`config.mk`:
```
export PLATFORM = sky130hd
export DESIGN_NAME = wwfa_conn_ctrl
export DESIGN_NICKNAME = d
export VERILOG_FILES = /design/src/rtl/wwfa_conn_ctrl.sv
export SDC_FILE = /design/constraint.sdc
export NUM_CORES = 1
export LEC_CHECK = 0
export ABC_AREA = 1
export CAP_MARGIN = 20
export CORE_UTILIZATION = 55
export CTS_CLUSTER_SIZE = 24
export DETAILED_ROUTE_END_ITERATION = 10
export GPL_TIMING_DRIVEN = 1
export PLACE_DENSITY = 0.84
export SETUP_SLACK_MARGIN = 0.5
export SYNTH_ARGS = -nofsm -noshare
export SYNTH_HDL_FRONTEND = slang
export SYNTH_SLANG_ARGS = --single-unit
```
`constraint.sdc`:
```
create_clock -name clk -period 3.65 [get_ports clk]
set_input_delay 0.5475 -clock clk [delete_from_list [all_inputs] [get_ports clk]]
set_output_delay 0.5475 -clock clk [all_outputs]
set_load 0.01 [all_outputs]
```
`src/rtl/wwfa_conn_ctrl.sv`:
```
// Connection controller behind the 4x4 wrapped wave-front arbiter.
// It latches accepted grants as input-to-output connections and holds each
// connection until the last beat or an idle timeout. It also drives the
// crossbar selects and reports busy outputs back to the arbiter.
module wwfa_conn_ctrl #(
  parameter int N       = 4,
  parameter int TIMEOUT = 16
) (
  input  logic             clk,
  input  logic             reset,
  input  logic [N*N-1:0]   grant,
  input  logic [N-1:0]     in_valid,
  input  logic [N-1:0]     in_last,
  input  logic [N-1:0]     out_ready,
  output logic [N-1:0]     in_ready,
  output logic [N-1:0]     out_valid,
  output logic [N*2-1:0]   out_sel,
  output logic [N-1:0]     out_blocked,
  output logic [N-1:0]     in_busy,
  output logic             timeout_evt,
  output logic             grant_err
);

  localparam int SELW = 2;
  localparam int CW   = 8;

  typedef enum logic [1:0] {S_IDLE, S_CONN, S_REL} state_t;

  state_t          state_reg [N];
  state_t          state_next[N];
  logic [SELW-1:0] sel_reg   [N];
  logic [SELW-1:0] sel_next  [N];
  logic [CW-1:0]   cnt_reg   [N];
  logic [CW-1:0]   cnt_next  [N];
  logic [N-1:0]    in_busy_reg,     in_busy_next;
  logic            timeout_evt_reg, timeout_evt_next;
  logic            grant_err_reg,   grant_err_next;

  // State registers; an asserted reset aborts every connection at once, with no pulses.
  always_ff @(posedge clk or negedge reset) begin
    if (!reset) begin
      for (int j = 0; j < N; j++) begin
        state_reg[j] <= S_IDLE;
        sel_reg[j]   <= '0;
        cnt_reg[j]   <= '0;
      end
      in_busy_reg     <= '0;
      timeout_evt_reg <= 1'b0;
      grant_err_reg   <= 1'b0;
    end else begin
      for (int j = 0; j < N; j++) begin
        state_reg[j] <= state_next[j];
        sel_reg[j]   <= sel_next[j];
        cnt_reg[j]   <= cnt_next[j];
      end
      in_busy_reg     <= in_busy_next;
      timeout_evt_reg <= timeout_evt_next;
      grant_err_reg   <= grant_err_next;
    end
  end

  // Next-state logic: grant acceptance (lowest output wins an input) and connection lifetime.
  always_comb begin : next_state_logic
    logic [N-1:0]    taken;
    int              ones;
    logic [SELW-1:0] src;
    logic [SELW-1:0] cur;
    logic            xfer;

    taken            = '0;
    ones             = 0;
    src              = '0;
    cur              = '0;
    xfer             = 1'b0;
    in_busy_next     = in_busy_reg;
    timeout_evt_next = 1'b0;
    grant_err_next   = grant_err_reg;
    for (int j = 0; j < N; j++) begin
      state_next[j] = state_reg[j];
      sel_next[j]   = sel_reg[j];
      cnt_next[j]   = cnt_reg[j];
    end

    for (int j = 0; j < N; j++) begin
      // Count grant bits in column j and remember the (single) source.
      ones = 0;
      src  = '0;
      for (int i = 0; i < N; i++) begin
        if (grant[i*N+j]) begin
          ones = ones + 1;
          src  = SELW'(i);
        end
      end
      cur  = sel_reg[j];
      xfer = in_valid[cur] & out_ready[j];

      case (state_reg[j])
        S_IDLE: begin
          if (ones > 1) begin
            grant_err_next = 1'b1;          // ambiguous column: drop it whole
          end else if (ones == 1) begin
            if (in_busy_reg[src] || taken[src]) begin
              grant_err_next = 1'b1;        // input owned, or already claimed by a lower output
            end else begin
              state_next[j]     = S_CONN;
              sel_next[j]       = src;
              cnt_next[j]       = '0;
              taken[src]        = 1'b1;
              in_busy_next[src] = 1'b1;
            end
          end
        end
        S_CONN: begin
          if (xfer) begin
            cnt_next[j] = '0;
            if (in_last[cur]) begin
              state_next[j]     = S_REL;
              in_busy_next[cur] = 1'b0;
            end
          end else if (cnt_reg[j] >= CW'(TIMEOUT - 1)) begin
            // Counter reaches TIMEOUT on this edge: force release.
            cnt_next[j]       = CW'(TIMEOUT);
            state_next[j]     = S_REL;
            in_busy_next[cur] = 1'b0;
            timeout_evt_next  = 1'b1;
          end else begin
            cnt_next[j] = cnt_reg[j] + 1'b1;
          end
        end
        default: begin
          state_next[j] = S_IDLE;
        end
      endcase
    end
  end

  // Per-output decode of the registered state toward the crossbar and arbiter.
  generate
    for (genvar gi = 0; gi < N; gi++) begin : g_out
      assign out_valid[gi]                = (state_reg[gi] == S_CONN) & in_valid[sel_reg[gi]] & out_ready[gi];
      assign out_sel[gi*SELW +: SELW]     = sel_reg[gi];
      assign out_blocked[gi]              = (state_reg[gi] != S_IDLE);
    end
  endgenerate

  // Pop strobe back to each input queue whenever its connected output takes a beat.
  always_comb begin
    in_ready = '0;
    for (int j = 0; j < N; j++) begin
      if (out_valid[j]) in_ready[sel_reg[j]] = 1'b1;
    end
  end

  assign in_busy     = in_busy_reg;
  assign timeout_evt = timeout_evt_reg;
  assign grant_err   = grant_err_reg;

endmodule

```
==> run metrics <==
Avg WL per Cell ~17 µm; H-Tree Depth 2; Post-DP Area about 5200 µm²; Setup Skew about 0.0046 ns; Area Growth Syn to Fin 43.47%; pre-CTS setup slack -0.5754 ns; failing checks negative setup slack; Std-Cell Rows 31; Die ar. ~7800 µm²; Worst Setup Start Kind primary input; CP Buf/Inv Count 6; Die X between 80 and 90 µm; Int Pwr 1757 µW; diodes inserted 0; clock sink count between 50 and 60; grt total ovfl 0; CTS tree done; critical path endpoint category flop; max reg flops 32; largest net degree at the start of global routing 30; fraction of layout cells with a size suffix above 1 around a quarter; Net Count, Synth 640; pwr dens 572.8 nW/µm²; Worst Max-Slew Pin Slew ~0.69 ns; Syn Area/Cell around 7 µm²; final setup violating endpoints 4; sequential cell area fraction in the yosys report between 30 and 40%; initial antenna violation count 0; total track usage around 34%; arrival time worst endpoint just under 4 ns; Max Cap Viol 0; Die H between 80 and 90 µm; gpl congestion 1.003; Peak VDD IR roughly 0.39 mV; EDFF count, synth 0; worst setup path class in -> reg; DRT Pass-1 Iters 7; Critical-path top delay cell ha_4; Finished Core Util 81.22%; Mapped Area about 4100 µm²; Detail Route Antenna Nets 0; vias in the first global route between 4000 and 5000; Tmin final about 3.7 ns; switching share of power a little under half; global-route wire length before repair about 20000 µm; Top Ports 56; final instance area around 6000 µm²; Worst-path clk slew about 0.09 ns; Logic pwr share about three fifths; YS warnings 0; fin crit share 100.6%; Fin. Hold Viols 0; Yosys reg bits 54; total chip power 3356 µW; Async S/R FF share, synth 100.0%; Root Driver clkbuf_8; unrepaired setup endpoints after global routing true; Skew-Pair Late Insertion Delay 0.31 ns; leak pwr between 0.002 and 0.003 µW; WP data required ~3.9 ns; Routed WL 14590 µm; clock share of power 12.4%; TNS Setup -0.05342 ns; Vias between 5000 and 6000; Max Clk Rate ~270 MHz; Netlist cell types 49; crit-path max cell delay 0.29 ns; Relative slew margins between 50 and 60%; Crit path max-delay family simple AND/OR/NAND/NOR gates; DP HPWL 9391 µm; Bufs on Longest Clock Path 2; Initial DRC Count just over 700; Main synth FF type dfrtp_1; Crit Path Max Fanout 6; Num CTS Buffers 5; outcome finished, violations left; Initial Util between 50% and 60%; core area 7214 µm²; P_sw roughly 1600 µW; final net count roughly 780; PortBufs 55; sequential share of power 28.8%; worst hold path class in -> async; number of vias per cell 6.033; fin worst setup slack -0.02169 ns; count of pins over their slew limit 0; DRC Markers 0; Syn Inst Count between 500 and 600
## what timing repair did
action,4_1_cts,5_1_grt
gates resized for setup,58,56
cloned,0,0
pin swaps,35,36
setup buffers,20,11
hold buffers,0,0
setup endpoints to repair,42,38
## metrics by stage
step / hold slack, ns / cells
floorplan: 0.2519 / 594
global placement: 0.4503 / 799
detailed placement: 0.4540 / 799
CTS: 0.2927 / 826
global route: 0.3182 / 837
finish: 0.2659 / 837
## power by group through the flow
stage	Combinational, µW	Clock, µW	Sequential (µW)
final	1970	416	967
after global routing	2110	438	975
after CTS	1770	410	948
after detailed placement	1670	0	955
after global placement	1610	0	948
after floorplan	980	0	930
## cells by family after synthesis
family	count (synthesis)	share of synthesized area (%)
mux	2	0.4902
xor+xnor	9	1.930
simple gates	309	34.56
flops	54	33.09
compound gates	93	14.83
fa+ha+maj	16	4.902
buf+inv	111	10.20
## placed cells by master, fill, tap and decap left out, drive strengths merged, types with 6 or more instances in the layout
cell / netlist / layout
clkbuf: 1 / 6
nand3: 46 / 46
nor3: 7 / 7
ha: 16 / 16
a21oi: 15 / 15
clkdlybuf4s50: 0 / 43
dfrtp: 54 / 54
o31ai: 7 / 7
o21ai: 33 / 33
inv: 109 / 110
a22oi: 7 / 7
buf: 0 / 86
nor2: 82 / 82
xor2: 7 / 7
nand4: 13 / 13
nand2: 148 / 148
o221ai: 7 / 7
## routing by layer
metal / vias to the layer above / track usage (%) / routed length (µm)
met2: 385 / 61.12 / 7033
li1: 2237 / - / -
met3: 113 / 4.995 / 1394
met5: - / 0 / 0
met1: 2315 / 40.01 / 5199
met4: 0 / 13.78 / 958
## worst paths after layout
check | cells past startpoint | slack (ns) | endpoint | startpoint
worst max-delay path | 28 | -0.02 | next_state_logic.cur[0]$_DFFE_PN0P_ | grant[4]
max in group asynchronous | 2 | 2.57 | out_sel[3]$_DFFE_PN0P_ | reset
worst min-delay path | 1 | 0.27 | cnt_reg[16]$_DFFE_PN0P_ | reset
worst max register to register | 18 | 0.42 | next_state_logic.cur[0]$_DFFE_PN0P_ | state_reg[6]$_DFFE_PN0P_
min in group clk | 2 | 0.48 | cnt_reg[21]$_DFFE_PN0P_ | cnt_reg[21]$_DFFE_PN0P_
worst min register to register | 2 | 0.48 | cnt_reg[21]$_DFFE_PN0P_ | cnt_reg[21]$_DFFE_PN0P_
## synth_stat cells, types with 2 or more instances
cell type | number | area share [%]
a21oi_1 | 15 | 1.8
a221oi_1 | 4 | 0.86
a22o_1 | 2 | 0.43
a22oi_1 | 7 | 1.3
a31oi_1 | 3 | 0.46
and2_1 | 4 | 0.61
dfrtp_1 | 54 | 33
ha_1 | 16 | 4.9
inv_1 | 105 | 9.7
inv_2 | 4 | 0.37
mux2i_1 | 2 | 0.49
nand2_1 | 142 | 13
nand2_2 | 6 | 0.92
nand3_1 | 39 | 4.8
nand3_2 | 5 | 1.2
nand3_4 | 2 | 0.86
nand4_1 | 11 | 1.7
nand4_2 | 2 | 0.61
nor2_1 | 75 | 6.9
nor2_2 | 5 | 0.77
nor2_4 | 2 | 0.55
nor3_1 | 6 | 0.74
nor3b_1 | 2 | 0.37
nor4_1 | 4 | 0.61
o2111ai_1 | 2 | 0.43
o21ai_0 | 31 | 3.8
o21ai_1 | 2 | 0.25
o221ai_1 | 7 | 1.5
o22ai_1 | 2 | 0.31
o31ai_1 | 7 | 1.3
xnor2_1 | 2 | 0.43
xor2_1 | 7 | 1.5
## area by class of cell
| cell class | instances | area, µm² |
|---|---|---|
| multi-input cells | 429 | 2648 |
| fillers | 451 | 1355 |
| flip-flops and latches | 54 | 1353 |
| repair buffers | 138 | 1185 |
| inverters | 110 | 437.9 |
| well taps | 99 | 123.9 |
| clock buffers | 6 | 82.58 |
| clock inverters | 1 | 30.03 |
Power figures use the tool's default switching activity.
